$ cat config.mk
export PLATFORM = sky130hd
export DESIGN_NAME = regfile_param
export DESIGN_NICKNAME = d
export VERILOG_FILES = /design/src/rtl/regfile_param.sv
export SDC_FILE = /design/constraint.sdc
export NUM_CORES = 1
export LEC_CHECK = 0
export BUFFER_PORTS_ARGS = -buffer_cell sky130_fd_sc_hd__clkbuf_2
export CORE_MARGIN = 1
export CORE_UTILIZATION = 60
export DETAILED_ROUTE_END_ITERATION = 7
export GPL_ROUTABILITY_DRIVEN = 1
export HOLD_SLACK_MARGIN = 0.05
export PLACE_DENSITY = 0.8
export SLEW_MARGIN = 20
export SYNTH_ARGS = -nofsm -noshare
export SYNTH_HDL_FRONTEND = slang
export SYNTH_SLANG_ARGS = --single-unit
$ cat constraint.sdc
create_clock -name clk -period 3.3 [get_ports clk]
set_clock_uncertainty 0.1 [all_clocks]
set_input_delay 0.495 -clock clk [delete_from_list [all_inputs] [get_ports clk]]
set_output_delay 0.495 -clock clk [all_outputs]
set_load 0.005 [all_outputs]
$ cat src/rtl/regfile_param.sv
// Parametrised two-read/one-write register file with registered reads,
// optional write bypass, optional hardwired zero entry and a post-reset clear sweep.
module regfile_param #(
    parameter int DATA_W   = 16,
    parameter int ADDR_W   = 3,
    parameter int ZERO_REG = 0,
    parameter int BYPASS   = 1
) (
    input  logic              clk,
    input  logic              rst,
    input  logic              cs,
    input  logic              rd,
    input  logic              wr,
    input  logic [ADDR_W-1:0] rdReg1,
    input  logic [ADDR_W-1:0] rdReg2,
    output logic [DATA_W-1:0] rdData1,
    output logic [DATA_W-1:0] rdData2,
    output logic              rdValid,
    input  logic [ADDR_W-1:0] wrReg,
    input  logic [DATA_W-1:0] wrData,
    output logic              busy
);

    localparam int DEPTH = 2 ** ADDR_W;

    typedef enum logic {
        CLEAR,
        RUN
    } state_t;

    state_t            state_q, state_d;
    logic [ADDR_W-1:0] cnt_q, cnt_d;
    logic [DATA_W-1:0] rd_data1_q, rd_data1_d;
    logic [DATA_W-1:0] rd_data2_q, rd_data2_d;
    logic              rd_valid_q, rd_valid_d;
    logic [DATA_W-1:0] mem_q [DEPTH];

    logic              we;
    logic [ADDR_W-1:0] waddr;
    logic [DATA_W-1:0] wdata;
    logic              wr_hit;
    logic              rd_hit;

    assign wr_hit = cs & wr;
    assign rd_hit = cs & rd;

    always_comb begin
        state_d    = state_q;
        cnt_d      = cnt_q;
        rd_data1_d = rd_data1_q;
        rd_data2_d = rd_data2_q;
        rd_valid_d = 1'b0;
        we         = 1'b0;
        waddr      = wrReg;
        wdata      = wrData;
        unique case (state_q)
            CLEAR: begin
                we    = 1'b1;
                waddr = cnt_q;
                wdata = '0;
                cnt_d = cnt_q + 1'b1;
                if (cnt_q == '1) begin
                    state_d = RUN;
                end
            end
            RUN: begin
                we = wr_hit && !(ZERO_REG != 0 && wrReg == '0);
                if (rd_hit) begin
                    rd_valid_d = 1'b1;
                    // Each port resolves zero-reg, then bypass, then array.
                    if (ZERO_REG != 0 && rdReg1 == '0) begin
                        rd_data1_d = '0;
                    end else if (BYPASS != 0 && wr_hit && rdReg1 == wrReg) begin
                        rd_data1_d = wrData;
                    end else begin
                        rd_data1_d = mem_q[rdReg1];
                    end
                    if (ZERO_REG != 0 && rdReg2 == '0) begin
                        rd_data2_d = '0;
                    end else if (BYPASS != 0 && wr_hit && rdReg2 == wrReg) begin
                        rd_data2_d = wrData;
                    end else begin
                        rd_data2_d = mem_q[rdReg2];
                    end
                end
            end
            default: state_d = CLEAR;
        endcase
        if (rst) begin
            we = 1'b0;
        end
    end

    always_ff @(posedge clk) begin
        if (rst) begin
            state_q    <= CLEAR;
            cnt_q      <= '0;
            rd_data1_q <= '0;
            rd_data2_q <= '0;
            rd_valid_q <= 1'b0;
        end else begin
            state_q    <= state_d;
            cnt_q      <= cnt_d;
            rd_data1_q <= rd_data1_d;
            rd_data2_q <= rd_data2_d;
            rd_valid_q <= rd_valid_d;
        end
    end

    // Array has no reset; the sweep provides the known-zero state.
    always_ff @(posedge clk) begin
        if (we) begin
            mem_q[waddr] <= wdata;
        end
    end

    assign rdData1 = rd_data1_q;
    assign rdData2 = rd_data2_q;
    assign rdValid = rd_valid_q;
    assign busy    = rst || (state_q == CLEAR);

endmodule

Word-level counts from Yosys, hierarchy flattened
Memory sizes are Yosys's and may differ from the RTL's. A register that Yosys moved wholly into a read port is not among the register bits.
Cells that the tools add are included.
- memory bits (writable): 128
- memories: 1
- bits in registers: 5
- output and inout port bits: 34
- reductions and logical operators: 3
- equal/unequal tests: 1
- $add $sub $neg: 1
- bitwise logic cells: 3
- mux-type cells: 9
- memories (name ; depth ; bits a word ; rd ports ; clocked after Yosys merged registers in ; wr ports ; line ; text):
    mem_q ; 8 ; 16 ; 2 ; 2 ; 1 ; 36 ; logic [DATA_W-1:0] mem_q [DEPTH];
- operators by type and width (cell ; count):
    $mux W16 ; 1
    $mux W1 ; 6
    $add A3 B1 Y3 const B ; 1
    $eq A3 B3 Y1 const B ; 1
    $mux W3 ; 1
    $and A1 B1 Y1 ; 2
    $pmux W1 S2 ; 1
    $reduce_and A2 Y1 ; 1
    $reduce_or A2 Y1 ; 1
    $logic_or A1 B1 Y1 ; 1
    $not A1 Y1 ; 1

Depth between registers and ports, before layout
Gate-level depths: netlist of the first run.
- depth after elaboration: 5
- gate-level depth with buffers: 7

Worst setup path after synthesis of the first run
No wires, ideal clock.
- path type: in2reg
- start point: input cs
- end point: memory mem_q[7][0], enable pin
- arrival: 2.097 ns
- library setup time: 0.409 ns
- path slack: 0.694 ns
- stages: 4
- cells stage by stage: nand2_1 > a21oi_1 > nand2b_1 > nor3_1
- word-level cells in the longest chain between the ends: 5
- RTL lines (what ; line ; text):
    start, declared ; 11 ; input logic cs,
    $and A1 B1 Y1 ; 44 ; assign wr_hit = cs & wr;
    $pmux W1 S2 ; 56 ; unique case (state_q)
    $mux W1 ; 89 ; if (rst) begin
    $mux W1 ; 112 ; if (we) begin
    $mux W1 (implied by the code) ; 113 ; mem_q[waddr] <= wdata;
    end, declared ; 36 ;
No other way between the ends.

Final worst setup path of the first run
- start point: register state_q
- end point: register rd_data1_q[4] (netlist: rdData1[4]), read port of mem_q
- word-level cells in the longest chain between the ends: 1
- RTL lines (what ; line ; text):
    start, declared ; 31 ; state_t state_q, state_d;
    start signal, assigned ; 102 ; state_q <= state_d;
    $reduce_and A2 Y1 (no line) ; n/a ;
    end, declared ; 33 ; logic [DATA_W-1:0] rd_data1_q, rd_data1_d;
No other way between the ends.
A chain may end at the register's enable or synchronous reset.

==> results of run 1 <==
-- worst max-delay path, stage by stage (launching register included) --
cell and delay, ns:
dfxtp_1 0.76, mux2i_4 0.46, xor2_1 0.26, nand4_2 0.37
buf_4 0.34, o221ai_1 0.18
-- area by class of cell --
cell class / count / area (um^2)
multi-input combinational: 218 / 2710
tap: 168 / 210
clock buffer: 26 / 533
sequential: 165 / 4580
inverter: 17 / 63.8
timing repair buffer: 82 / 483
fill: 776 / 3450
clock inverter: 6 / 85.1
-- power groups by stage --
stage | logic (mW) | clock network [mW] | registers [mW]
finish | 0.343 | 2.03 | 2.29
global route | 0.363 | 2.14 | 2.30
CTS | 0.345 | 2.05 | 2.29
detailed placement | 0.342 | 0 | 2.34
global placement | 0.332 | 0 | 2.33
floorplan | 0.241 | 0 | 2.33
-- cells by family (layout without fill, tap and decap cells) --
logic type / count (synthesis) / after routing / synth area share
flops: 165 / 165 / 0.611
mux: 101 / 101 / 0.245
simple gates: 72 / 72 / 0.0410
buf+inv: 47 / 131 / 0.0304
compound gates: 36 / 36 / 0.0585
xor+xnor: 7 / 7 / 0.0102
fa+ha+maj: 2 / 2 / 0.00334
-- final timing paths --
path,from,to,slack (ns),cells past startpoint
max,state_q$_SDFF_PP0_,rdData1[4]$_SDFFE_PP0P_,0.73,5
min,rst,cnt_q[1]$_SDFFE_PP0N_,0.25,2
max reg2reg,state_q$_SDFF_PP0_,rdData1[4]$_SDFFE_PP0P_,0.73,5
min reg2reg,rdData2[9]$_SDFFE_PP0P_,rdData2[9]$_SDFFE_PP0P_,0.37,2
-- routing by layer --
layer,global-route usage,up-vias
met5,0,-
met4,0.128,0
met3,0.0723,38
met2,0.470,247
met1,0.389,2254
li1,-,1884
-- layout by cell type (no fill, tap or decap), drive strengths merged --
master    synthesis  layout
buf              16      19
edfxtp          128     128
a21oi             1       1
ha                2       2
nand2            51      51
clkinv            0       2
bufinv            0       2
mux2i            37      37
dfxtp            37      37
a41o              2       2
mux4             64      64
clkbuf           14      89
xor2              7       7
inv              17      17
nand2b            4       4
a31oi             1       1
nor3              2       2
clkinvlp          0       2
o221ai           32      32
nand4b            1       1
and2              1       1
nand4             2       2
nor2             11      11
-- registers in the layout, indices dropped and copies added (netlist names) --
name,flops
state_q,1
rdData1,16
rdData2,16
cnt_q,3
mem_q,128
rdValid,1
-- stage by stage --
step | cell area, um^2 | util | std cells | power [mW] | hold slack [ns]
2_1_floorplan | 7500 | - | 430 | 2.57 | 0.357
3_3_place_gp | 8050 | 0.664 | 650 | 2.66 | 0.359
3_5_place_dp | 8050 | 0.664 | 650 | 2.68 | 0.354
4_1_cts | 8660 | 0.715 | 682 | 4.69 | 0.239
5_1_grt | 8660 | 0.715 | 682 | 4.80 | 0.258
6_report | 8660 | 0.715 | 682 | 4.67 | 0.249
==> metrics.md, run 1 <==
| Metric | Value |
|---|---|
| Tcrit/Tclk final | `0.779` |
| Vias/cell | `6.49` |
| Worst setup EP type | `flop` |
| Die Span Y | `114 um` |
| Setup bufs post-CTS | `0` |
| Required @ worst endpoint | `3.54 ns` |
| TritonCTS clock tree | `built` |
| Post-synthesis cell count | `430` |
| Core footprint | `12100 um^2` |
| Pre-CTS setup slack | `0.732 ns` |
| Sequential area share after synthesis | `0.611` |
| Critical setup path kind | `reg2reg` |
| LEAKAGE | `3.23 nW` |
| Avg Cell Area, Syn | `17.4 um^2` |
| Combinational share of power | `0.073` |
| CTS root buf | `clkbuf_16` |
| Final wirelength | `17.3 mm` |
| Area contributors post-synth | `edfxtp_1 (51%), mux4_2 (19%), dfxtp_1 (9.9%), mux2i_1 (4.5%), o221ai_2 (4.0%)` |
| Yosys top cell by area | `edfxtp_1` |
| NetSw | `972 uW` |
| Met3 WL | `1.62 mm` |
| Number of synthesis warnings | `0` |
| Max layer used | `met4` |
| Post-synth top cells | `edfxtp_1 (128), mux4_2 (64), nand2_1 (51)` |
| Area growth from synthesis to layout | `15.5%` |
| H-tree levels | `4` |
| Final hold vios | `0` |
| TritonCTS Sinks | `165` |
| Power share of the clock group | `0.435` |
| Final setup TNS | `0 ns` |
| Post-Syn Nets | `462` |
| Largest net degree at the start of global routing | `33` |
| Final setup violation count | `0` |
| Number of flops mapped to enable cells by yosys | `128` |
| Clk buf depth | `2` |
| Final Net Count | `533` |
| Initial Util | `0.619` |
| Max IR drop VDD | `387 uV` |
| GRT Util Overall | `0.294` |
| Wirelength per Cell | `25.4 um` |
| Total grt overflow | `0` |
| # DRC | `0` |
| Distinct cell type count after synthesis | `25` |
| Worst setup slack after layout | `0.730 ns` |
| Detailed Routing Iterations Pass 1 | `7` |
| First-pass GRT wire length | `26.4 mm` |
| Worst Tran Pin Value | `0.685 ns` |
| Asr flop ratio synth | `0` |
| Layout cell share with drive strength beyond 1 | `0.399` |
| Row count | `40` |
| Total of max-cap violations | `0` |
| Num CTS Buffers | `17` |
| DRT antenna net count | `0` |
| Internal Power | `3.69 mW` |
| Metal-1 WL | `6.64 mm` |
| Slew HR | `0.543` |
| Vias in the first global route | `4680` |
| Synthesized area | `7500 um^2` |
| Clock Latency Late Sink | `0.43 ns` |
| Clock edge transition at the registers on the reported setup and hold paths | `0.06 ns` |
| Most common cell in the netlist | `edfxtp_1` |
| Met2 Routed Length | `8.62 mm` |
| Detailed Route Iter0 Violations | `469` |
| Pwr Density | `539 nW/um^2` |
| Ports | `64` |
| Status | `complete, no violations` |
| Cts hold-fix bufs | `0` |
| Top cell type's share of synthesized area | `0.512` |
| Worst min path class | `in2reg` |
| Diodes inserted | `0` |
| Post-DP HPWL | `10.6 mm` |
| Initial antenna violation count | `0` |
| Startpoint types | `flop` |
| Slew Limit Fails | `0` |
| GPL Wtd Cong | `0.784` |
| Sequential Power Share | `0.491` |
| Minimum clock period | `2.57 ns` |
| Ys flop type | `edfxtp_1` |
| CP max FO | `13` |
| Die Wd | `114 um` |
| Register bit total from synthesis | `165` |
| Vias | `4423` |
| Unrepaired setup endpoints after global routing | `no` |
| Arrival time of the worst setup path | `2.81 ns` |
| Post-cts resize count | `0` |
| Die Area | `13000 um^2` |
| Max Freq | `389 MHz` |
| Sw Ratio | `0.208` |
| Port Buffers | `63` |
(Power assumes the default switching activity.)
==> run 2: changes to the inputs <==
clock period = 2.5 ns   (was 3.3 ns; I/O delays follow)
==> metrics.md, run 2 (synthesis results as in run 1) <==
| Metric | Value |
|---|---|
| Status | `complete, no violations` |
| TritonCTS clock tree | `built` |
| Die Span Y | `114 um (unchanged)` |
| Combinational share of power | `0.080 (+0.007)` |
| Most frequent cells in the layout | `edfxtp_1 (128), mux4_2 (64), clkbuf_2 (63)` |
| Num CTS Buffers | `17 (unchanged)` |
| Startpoint types | `flop` |
| Critical setup path kind | `reg2reg` |
| Slowest cell delay on critical path | `0.65 ns (-0.11 ns)` |
| Worst min path class | `in2reg` |
| TritonCTS Sinks | `165 (unchanged)` |
| Worst setup slack after layout | `0.0998 ns (-0.631 ns)` |
| CP max FO | `16 (+3)` |
| Vias/cell | `6.51 (+0.34%)` |
| # DRC | `0 (unchanged)` |
| Tcrit/Tclk final | `0.960 (+0.181)` |
| Setup bufs post-CTS | `0 (unchanged)` |
| Clock edge transition at the registers on the reported setup and hold paths | `0.06 ns (about the same)` |
| Crit path cell chain | `mux2i_4, xor2_1, a41o_2, buf_4, o221ai_1` |
| Slew Limit Fails | `0 (unchanged)` |
| Largest net degree at the start of global routing | `34 (+3.0%)` |
| Max reg flops | `128 (unchanged)` |
| Final Net Count | `543 (+1.9%)` |
| Arrival time of the worst setup path | `2.59 ns (-0.22 ns)` |
| Internal Power | `4.59 mW (+24%)` |
| Post-DP HPWL | `10.8 mm (+2.0%)` |
| NetSw | `1.29 mW (+32%)` |
| Reg-to-reg slack, setup | `0.1 ns (-0.63 ns)` |
| Ports | `64 (unchanged)` |
| Power share of the clock group | `0.405 (-0.030)` |
| Fillers | `765 (-1.4%)` |
| Pre-CTS setup slack | `0.205 ns (-0.527 ns)` |
| First-pass GRT wire length | `26.7 mm (+1.3%)` |
| GPL Wtd Cong | `0.898 (+15%)` |
| DRT antenna net count | `0 (unchanged)` |
| H-tree levels | `4 (unchanged)` |
| Required @ worst endpoint | `2.69 ns (-0.85 ns)` |
| Slew HR | `0.651 (+0.109)` |
| Cts hold-fix bufs | `0 (unchanged)` |
| Detailed Routing Iterations Pass 1 | `5 (-2)` |
| Placed cells | `660 (+1.5%)` |
| Port Buffers | `63 (unchanged)` |
| Vias in the first global route | `4689 (+0.19%)` |
| Die Area | `13000 um^2 (unchanged)` |
| Final hold vios | `0 (unchanged)` |
| Total grt overflow | `0 (unchanged)` |
| Worst Tran Pin Value | `0.522 ns (-0.163 ns)` |
| Final setup violation count | `0 (unchanged)` |
| Post-cts resize count | `0 (unchanged)` |
| Final wirelength | `17.7 mm (+2.3%)` |
| Area growth from synthesis to layout | `16.1%` |
| CTS root buf | `clkbuf_16` |
| Row count | `40 (unchanged)` |
| Worst setup EP type | `flop` |
| Layout cell share with drive strength beyond 1 | `0.412 (+0.0134)` |
| Wirelength per Cell | `25.6 um (+0.82%)` |
| GRT Util Overall | `0.296 (+0.00204)` |
| Max Freq | `417 MHz (+7.1%)` |
| Total of max-cap violations | `0 (unchanged)` |
| Die Wd | `114 um (unchanged)` |
| Commonest non-fill, non-tap cell in the layout | `edfxtp_1` |
| Initial Util | `0.619 (unchanged)` |
| Non-Filler Instances | `692 (+1.5%)` |
| Initial antenna violation count | `0 (unchanged)` |
| Sw Ratio | `0.219 (+0.0106)` |
| LEAKAGE | `3.27 nW (+1.3%)` |
| Pwr Density | `674 nW/um^2 (+25%)` |
| Sequential Power Share | `0.515 (+0.024)` |
| Final setup TNS | `0 ns (unchanged)` |
| Minimum clock period | `2.40 ns (-0.169 ns)` |
| Max IR drop VDD | `426 uV (+10%)` |
| Clock Latency Late Sink | `0.43 ns (about the same)` |
| Diodes inserted | `0 (unchanged)` |
| Clk buf depth | `2 (unchanged)` |
| Unrepaired setup endpoints after global routing | `no` |
| Most flops, register | `mem_q` |
| Vias | `4503 (+1.8%)` |
| Max stage delay cell, worst path | `dfxtp_1` |
| Core footprint | `12100 um^2 (unchanged)` |
| Detailed Route Iter0 Violations | `457 (-2.6%)` |
## run 2: power by group through the flow
stage	Combinational, mW	Sequential, mW	Clock [mW]
2_1_floorplan	0.320	3.07	0
3_3_place_gp	0.454	3.07	0
3_5_place_dp	0.463	3.08	0
4_1_cts	0.468	3.02	2.41
5_1_grt	0.494	3.03	2.50
6_report	0.468	3.02	2.38
## run 2: final timing paths
kind | end | start | cells past startpoint
min | cnt_q[0]$_SDFFE_PP0N_ | rst | 2
min reg2reg | rdData1[1]$_SDFFE_PP0P_ | rdData1[1]$_SDFFE_PP0P_ | 2
max | rdData1[5]$_SDFFE_PP0P_ | state_q$_SDFF_PP0_ | 5
max reg2reg | rdData1[5]$_SDFFE_PP0P_ | state_q$_SDFF_PP0_ | 5
## run 2: stage by stage
stage                util  total power, mW  hold slack (ns)  instance area (um^2)
finish              0.719             5.87            0.144                  8710
global route        0.719             6.02            0.154                  8710
CTS                 0.719             5.90            0.129                  8710
detailed placement  0.675             3.54            0.356                  8170
global placement    0.675             3.53            0.354                  8170
floorplan               -             3.39            0.347                  7510
## run 2: routing by layer
metal | wire length (um) | part of all wire | GRT usage
met3 | 1730 | 0.098 | 0.0755
met2 | 8800 | 0.50 | 0.475
met5 | 0 | 0 | 0
met1 | 6750 | 0.38 | 0.387
met4 | 418 | 0.024 | 0.131
## run 2: cell type report
class                   count  area [um^2]  area share
clock buffers              20          447      0.0513
clock inverters            12         87.6      0.0101
inverters                  17         63.8     0.00733
multi-input cells         218         2710       0.311
flip-flops and latches    165         4580       0.527
well taps                 168          210      0.0241
repair buffers             92          608      0.0698
## run 2: worst max-delay path, delay by kind of cell, from the launching register on
family	cells	cell delay [ns]
buffers and inverters	1	0.33
flip-flops	1	0.65
AO/OA/AOI/OAI	2	0.43
XOR/XNOR	1	0.31
multiplexers	1	0.45
